$ cat config.mk
export PLATFORM = sky130hd
export DESIGN_NAME = serial_subtractor
export DESIGN_NICKNAME = d
export VERILOG_FILES = /design/src/rtl/serial_subtractor.sv
export SDC_FILE = /design/constraint.sdc
export NUM_CORES = 1
export LEC_CHECK = 0
export CAP_MARGIN = 20
export CORE_UTILIZATION = 52
export CTS_BUF_LIST = sky130_fd_sc_hd__clkbuf_16
export CTS_CLUSTER_DIAMETER = 80
export DETAILED_ROUTE_END_ITERATION = 8
export GPL_TIMING_DRIVEN = 0
export PLACE_DENSITY = 0.81
export SYNTH_ARGS = -nofsm -noshare
export SYNTH_HDL_FRONTEND = slang
export SYNTH_SLANG_ARGS = --single-unit
$ cat constraint.sdc
create_clock -name clk -period 1.65 [get_ports clk]
set_input_delay 0.33 -clock clk [delete_from_list [all_inputs] [get_ports clk]]
set_output_delay 0.33 -clock clk [all_outputs]
set_load 0.005 [all_outputs]
$ cat src/rtl/serial_subtractor.sv
// serial_subtractor: bit-serial two's-complement A - B, LSB first.
// One full-subtractor cell plus a borrow flip-flop, unrolled in time.
// A request is taken in IDLE or DONE. WIDTH RUN cycles then process one bit
// each. The result and flags are loaded on the edge that enters DONE and are
// held until the next completion.
module serial_subtractor #(
  parameter int WIDTH = 8
) (
  input  logic             clk,
  input  logic             rst_n,
  input  logic             start,
  input  logic [WIDTH-1:0] a,
  input  logic [WIDTH-1:0] b,
  output logic             busy,
  output logic             done,
  output logic [WIDTH-1:0] diff,
  output logic             borrow_out,
  output logic             zero,
  output logic             ovf
);

  localparam int CW = $clog2(WIDTH) + 1;
  localparam logic [CW-1:0] LAST_BIT = CW'(WIDTH - 1);

  typedef enum logic [1:0] {
    ST_IDLE = 2'd0,
    ST_RUN  = 2'd1,
    ST_DONE = 2'd2
  } state_e;

  // Full-subtractor cell: returns {borrow_next, difference_bit}
  function automatic logic [1:0] full_sub(input logic x, input logic y, input logic w);
    logic d_bit;
    logic bw;
    d_bit = x ^ y ^ w;
    bw    = (~x & y) | (~x & w) | (y & w);
    return {bw, d_bit};
  endfunction

  // Signed overflow: operand signs differ and the result sign differs from A
  function automatic logic sub_ovf(input logic a_msb, input logic b_msb, input logic r_msb);
    return (a_msb != b_msb) && (r_msb != a_msb);
  endfunction

  state_e           state_q, state_d;
  logic [WIDTH-1:0] sr_a_q, sr_a_d;
  logic [WIDTH-1:0] sr_b_q, sr_b_d;
  logic [WIDTH-1:0] sr_r_q, sr_r_d;
  logic             borrow_q, borrow_d;
  logic [CW-1:0]    count_q, count_d;
  logic             a_msb_q, a_msb_d;
  logic             b_msb_q, b_msb_d;
  logic [WIDTH-1:0] diff_q, diff_d;
  logic             borrow_out_q, borrow_out_d;
  logic             zero_q, zero_d;
  logic             ovf_q, ovf_d;
  logic             busy_q, busy_d;
  logic             done_q, done_d;

  logic [1:0]       cell_s;
  logic [WIDTH-1:0] result_s;

  assign cell_s   = full_sub(sr_a_q[0], sr_b_q[0], borrow_q);
  assign result_s = {cell_s[0], sr_r_q[WIDTH-1:1]};

  // Next-state, datapath and output-flag logic
  always_comb begin
    state_d      = state_q;
    sr_a_d       = sr_a_q;
    sr_b_d       = sr_b_q;
    sr_r_d       = sr_r_q;
    borrow_d     = borrow_q;
    count_d      = count_q;
    a_msb_d      = a_msb_q;
    b_msb_d      = b_msb_q;
    diff_d       = diff_q;
    borrow_out_d = borrow_out_q;
    zero_d       = zero_q;
    ovf_d        = ovf_q;
    case (state_q)
      ST_IDLE, ST_DONE: begin
        if (start) begin
          sr_a_d   = a;
          sr_b_d   = b;
          sr_r_d   = {WIDTH{1'b0}};
          borrow_d = 1'b0;
          count_d  = {CW{1'b0}};
          a_msb_d  = a[WIDTH-1];
          b_msb_d  = b[WIDTH-1];
          state_d  = ST_RUN;
        end else begin
          state_d  = ST_IDLE;
        end
      end
      ST_RUN: begin
        sr_r_d   = result_s;
        sr_a_d   = {1'b0, sr_a_q[WIDTH-1:1]};
        sr_b_d   = {1'b0, sr_b_q[WIDTH-1:1]};
        borrow_d = cell_s[1];
        count_d  = count_q + {{(CW-1){1'b0}}, 1'b1};
        if (count_q == LAST_BIT) begin
          // The last bit is processed this cycle, so publish the complete result.
          diff_d       = result_s;
          borrow_out_d = cell_s[1];
          zero_d       = (result_s == {WIDTH{1'b0}});
          ovf_d        = sub_ovf(a_msb_q, b_msb_q, result_s[WIDTH-1]);
          state_d      = ST_DONE;
        end else begin
          state_d      = ST_RUN;
        end
      end
      default: begin
        state_d = ST_IDLE;
      end
    endcase
    busy_d = (state_d == ST_RUN);
    done_d = (state_d == ST_DONE);
  end

  // State, datapath and registered outputs; async reset aborts any operation
  always_ff @(posedge clk or negedge rst_n) begin
    if (!rst_n) begin
      state_q      <= ST_IDLE;
      sr_a_q       <= {WIDTH{1'b0}};
      sr_b_q       <= {WIDTH{1'b0}};
      sr_r_q       <= {WIDTH{1'b0}};
      borrow_q     <= 1'b0;
      count_q      <= {CW{1'b0}};
      a_msb_q      <= 1'b0;
      b_msb_q      <= 1'b0;
      diff_q       <= {WIDTH{1'b0}};
      borrow_out_q <= 1'b0;
      zero_q       <= 1'b0;
      ovf_q        <= 1'b0;
      busy_q       <= 1'b0;
      done_q       <= 1'b0;
    end else begin
      state_q      <= state_d;
      sr_a_q       <= sr_a_d;
      sr_b_q       <= sr_b_d;
      sr_r_q       <= sr_r_d;
      borrow_q     <= borrow_d;
      count_q      <= count_d;
      a_msb_q      <= a_msb_d;
      b_msb_q      <= b_msb_d;
      diff_q       <= diff_d;
      borrow_out_q <= borrow_out_d;
      zero_q       <= zero_d;
      ovf_q        <= ovf_d;
      busy_q       <= busy_d;
      done_q       <= done_d;
    end
  end

  assign busy       = busy_q;
  assign done       = done_q;
  assign diff       = diff_q;
  assign borrow_out = borrow_out_q;
  assign zero       = zero_q;
  assign ovf        = ovf_q;

endmodule

# Word-level counts from Yosys, hierarchy flattened

Cells that the tools add are included.

Add/sub/neg operators: 1
Equal/unequal tests: 8
Multiplexer cells: 13
Bitwise operators: 8
Reductions and logical operators: 8

Operators with widths:

| operator                                       | count |
|---|---|
| case mux 8 bit (2 select lines)                | 3 |
| two-way mux 8 bit                              | 3 |
| logical NOT 8 bit                              | 1 |
| case mux 4 bit (2 select lines)                | 1 |
| AND reduction 2 bit                            | 3 |
| adder 4 x 1 -> 4 bit (second input constant)   | 1 |
| == test 2 x 1 -> 1 bit (second input constant) | 2 |
| == test 2 bit (second input constant)          | 2 |
| == test 4 x 3 -> 1 bit (second input constant) | 1 |
| two-way mux 4 bit                              | 1 |
| case mux 2 bit (2 select lines)                | 1 |
| AND 1 bit                                      | 3 |
| logical NOT 2 bit                              | 1 |
| two-way mux 1 bit                              | 2 |
| two-way mux 2 bit                              | 1 |
| inequality test 1 bit                          | 2 |
| inequality test 2 bit (second input constant)  | 1 |
| bitwise OR 1 bit                               | 2 |
| case mux 1 bit (2 select lines)                | 1 |
| nonzero test 2 bit                             | 1 |
| OR reduction 2 bit                             | 1 |
| bitwise XOR 1 bit                              | 2 |
| logical AND 1 bit                              | 1 |
| inverter 1 bit                                 | 1 |

Register bits after elaboration: 46
Input bits: 19
Output and inout bits: 13
Logic and storage cells: 52

# Depth between registers and ports, before layout

Depth in word-level cells: 5
Mapped depth: 5
Mapped depth without buffers: 5

# Worst setup path after synthesis

Ideal clock, no wire load.

Path type: register to register
From: reg sr_b_q[0]
To: reg zero_q (netlist: zero)
Setup time: 0.125 ns
Arrival time: 1.338 ns
Data required time: 1.525 ns
Slack: 0.187 ns
Stages on the path, launching flop included: 4
Path buffers: 0
Period minus slack after synthesis: 1.463 ns
Cells stage by stage: dfrtp_1 -> fa_1 -> and4b_1 -> mux2_2

Longest elaborated chain between the ends: 3

RTL lines:

| element                        | line | text |
|---|---|---|
| start, declared                | 47   | `logic [WIDTH-1:0] sr_b_q, sr_b_d;` |
| start signal, assigned         | 125  | `sr_b_q <= {WIDTH{1'b0}};` |
| start signal, assigned         | 140  | `sr_b_q <= sr_b_d;` |
| bitwise XOR 1 bit (2 in a row) | 35   | `d_bit = x ^ y ^ w;` |
| logical NOT 8 bit              | 105  | `zero_d = (result_s == {WIDTH{1'b0}});` |
| end signal, assigned           | 148  | `zero_q <= zero_d;` |
| end, declared                  | 55   | `logic zero_q, zero_d;` |

Every way passes these cells.
A chain may end at the register's enable or synchronous reset.

# Worst setup path in the final report

From: reg sr_a_q[0]
To: reg zero_q (netlist: zero)

Longest elaborated chain between the ends: 3

RTL lines:

| element                        | line | text |
|---|---|---|
| start, declared                | 46   | `logic [WIDTH-1:0] sr_a_q, sr_a_d;` |
| start signal, assigned         | 124  | `sr_a_q <= {WIDTH{1'b0}};` |
| start signal, assigned         | 139  | `sr_a_q <= sr_a_d;` |
| bitwise XOR 1 bit (2 in a row) | 35   |  |
| logical NOT 8 bit              | 105  |  |

Every way passes these cells.

==> implementation parameters <==
Parameter                              Value

Outcome
  Run status    complete, but fails checks
  Failing checks    hold timing

Yosys
  Area contributors post-synth    dfrtp_1 60%, mux2_2 6.0%, a22oi_1 5.2%
  Per-instance average area after synthesis    12.1 sq um
  Share of the synthesized area in the top cell type    60.4%
  Total nets after synthesis    175
  Number of distinct library cells after synthesis    27
  Sequential area share after synthesis    about three fifths
  Cell type with the highest aggregate area in the netlist    dfrtp_1
  Synthesized cell area    1860 sq um
  Synth Register Bits    45
  Synthesis warning total    0
  Syn Inst Count    154

Timing
  Worst hold margin    -0.0114 ns
  Endpoints failing setup    0
  Actual slew at the worst max-slew pin    0.497 ns
  Shortest clock period the worst path allows after layout    1.58 ns
  Maximum clock frequency    634 MHz
  Max-slew headroom    66.8%
  Final cycle utilization of the critical path    95.6%
  Sum of negative setup slack    0 ns
  Hold Violations, Final    19
  Max-slew violation count    0
  Max Clock Skew    0.00591 ns
  Min setup slack post-route    about 0.072 ns
  Setup repair after global routing missed its margin    false

Die
  Full die area    3830 sq um
  X dimension of the die    just over 60 microns
  Placeable Area    approximately 3400 sq um
  Initial cell density of the core    55.0%
  I/O pin count    32
  Number of placement rows    21
  Vertical die dimension    61.9 microns

Routing
  Wirelength per Cell    15.3 microns
  Via/cell ratio    ~5.6
  DRC errors left    0
  Routed Wire Length    3670 microns
  First-pass DRT Iterations    4
  Remaining antenna violation count    0
  Violation count after the first detailed-route iteration    47
  Vias    around 1300

Placed design
  Placer congestion estimate    between 0.8 and 0.9
  Half-perimeter wire length after placement    ~2600 microns
  Area after detailed placement    2250 sq um
  Cells after DPL    232
  Port Buf Inserts    31
  Worst slack at placement    -0.150 ns

Layout
  Final Instance Count excl. Fillers    240
  Final Net Count    214
  Diode count    0
  Post-route standard cell area excluding fillers    2390 sq um
  Share of final-layout standard cells stronger than drive strength 1    between 10% and 20%
  Area delta synth->final    28.1%

Pwr
  Net switching share of the total power    33.7%
  Sequential power share    41.5%
  Power density over the cells    1910 nW/um^2
  Final total power    0.00457 W
  Part of the power in the clock network    20.6%
  Switching power    ~0.0015 W
  Total leakage power    1.10 nW
  Share of total power in combinational logic    37.9%
  Maximum vdd drop    942 uV
  Internal power    0.00303 W

Setup path
  Critical Path Source    sr_a_q[0]
  Slowest CP cell    fa_2
  Worst Path Arrival    1.75 ns
  Largest delay share family, worst path    adder cells
  Setup CP Type    reg -> reg
  Type of destination of the critical path    flip-flop
  Bufs and invs on worst path    1
  Slowest Stage Delay on Critical Path    0.49 ns
  Critical Path Source Type    flip-flop
  Largest driver fanout on the critical path    5
  R2R Path Start    sr_a_q[0]
  Worst-path cell chain    inv_1 > fa_2 > and4b_1 > mux2_2
  Data required time at the worst endpoint    1.82 ns

GRT
  Number of antenna violations at the first check in global routing    0
  Vias in the first global route    1277
  GRT Overall Usage    22.7%
  Pin count of the biggest net entering global routing    27
  Global-route wire length before repair    6080 microns
  Final global-route overflow total    0

Clocking
  TritonCTS Buffers    5
  Clk pin slew, worst setup/hold paths    0.06 ns
  H-tree depth reported by CTS    2
  CTS Buffer Depth    2
  Later-pin clock latency in the skew report    0.29 ns
  CTS tree    done
  Root buffer selected by CTS    clkbuf_16
  Clock sink count    45

Hold path
  Worst hold path type    in -> async

Run
  Count of max-cap constraint violations    0
-- cell type report --
type | count | area [sq um]
Sequential cell | 45 | 1130
Fill cell | 249 | 1000
Multi-Input combinational cell | 96 | 667
Timing Repair Buffer | 32 | 325
Clock buffer | 5 | 125
Buffer | 11 | 65.1
Tap cell | 46 | 57.6
Clock inverter | 3 | 12.5
Inverter | 2 | 7.51
-- worst register-to-register path, cell delays in order, from the launching register on --
cell	delay, ns
dfrtp_1	0.36
inv_1	0.12
fa_2	0.49
and4b_1	0.24
mux2_2	0.25
-- power groups by stage --
| stage | combinational (W) | sequential [W] | clock, W |
|---|---|---|---|
| global placement | 0.00164 | 0.00187 | 0 |
| global route | 0.00194 | 0.00195 | 0.00101 |
| detailed placement | 0.00171 | 0.00190 | 0 |
| finish | 0.00173 | 0.00190 | 0.000943 |
| CTS | 0.00173 | 0.00189 | 0.000955 |
| floorplan | 0.00111 | 0.00184 | 0 |
-- cells in the final DEF (no fill, tap or decap), drive strengths merged --
| cell | n |
|---|---|
| a22oi | 13 |
| nor2b | 2 |
| fa | 1 |
| nand2b | 3 |
| mux2i | 3 |
| and2b | 1 |
| nor2 | 3 |
| and4b | 1 |
| nor3 | 3 |
| nand4 | 1 |
| nand3b | 1 |
| dfrtp | 45 |
| a221o | 1 |
| nor4 | 1 |
| ha | 1 |
| a22o | 11 |
| clkbuf | 7 |
| buf | 11 |
| inv | 2 |
| o2bb2ai | 1 |
| xnor2 | 1 |
| clkinv | 3 |
| nand2 | 23 |
| clkdlybuf4s50 | 30 |
| nand3 | 13 |
| mux2 | 10 |
| o21ai | 2 |
-- sequential cells by signal, summed over array words and instances, names as in the netlist --
signal / flops
sr_b_q: 8
zero: 1
busy: 1
state_q: 2
b_msb_q: 1
sr_a_q: 8
borrow_out: 1
ovf: 1
count_q: 4
a_msb_q: 1
done: 1
sr_r_q: 7
borrow_q: 1
diff: 8
-- cell families (layout without fill, tap and decap cells) --
kind of cell / after synthesis / in the layout / share of synthesized area [%]
simple gates: 52 / 52 / 13.8
flops: 45 / 45 / 60.4
compound gates: 28 / 28 / 12.0
mux: 13 / 13 / 7.66
buf+inv: 13 / 53 / 3.90
fa+ha+maj: 2 / 2 / 1.75
xor+xnor: 1 / 1 / 0.470
-- what timing repair did --
item,CTS,global route
hold buffers,0,0
resized for setup,0,1
buffers inserted,0,0
endpoints found under the setup margin,0,8
-- per-stage QoR --
step           hold WS (ns)  utilization, %
2_1_floorplan        0.0344               -
3_3_place_gp          0.479            65.8
3_5_place_dp          0.306            66.3
4_1_cts            0.000373            70.3
5_1_grt              0.0234            70.4
6_report            -0.0114            70.4
-- synthesized netlist by cell type --
cell type	n
a221o_1	1
a22o_1	11
a22oi_1	13
and2b_1	1
and4b_1	1
buf_2	7
buf_6	2
clkbuf_1	2
dfrtp_1	45
fa_1	1
ha_1	1
inv_1	2
mux2_2	10
mux2i_1	3
nand2_1	23
nand2b_1	3
nand3_1	13
nand3b_1	1
nand4_1	1
nor2_1	3
nor2b_1	2
nor3_1	2
nor3_4	1
nor4_1	1
o21ai_0	2
o2bb2ai_1	1
xnor2_1	1
-- layer usage --
layer	track usage (%)	up-vias	routed length, microns
met4	8.89	0	59
li1	-	624	-
met3	5.59	7	193
met1	30.9	664	1660
met2	35.5	51	1760
met5	0	-	0
-- final timing paths --
path | endpoint | slack [ns] | cells after the start
worst max-delay path | zero | 0.07 | 4
worst min-delay path | done | -0.01 | 1
worst max register to register | zero | 0.07 | 4
worst min register to register | b_msb_q | 0.49 | 2
max in group asynchronous | sr_a_q[3] | 1.17 | 2
min in group clk | b_msb_q | 0.49 | 2
Power figures use the tool's default switching activity.
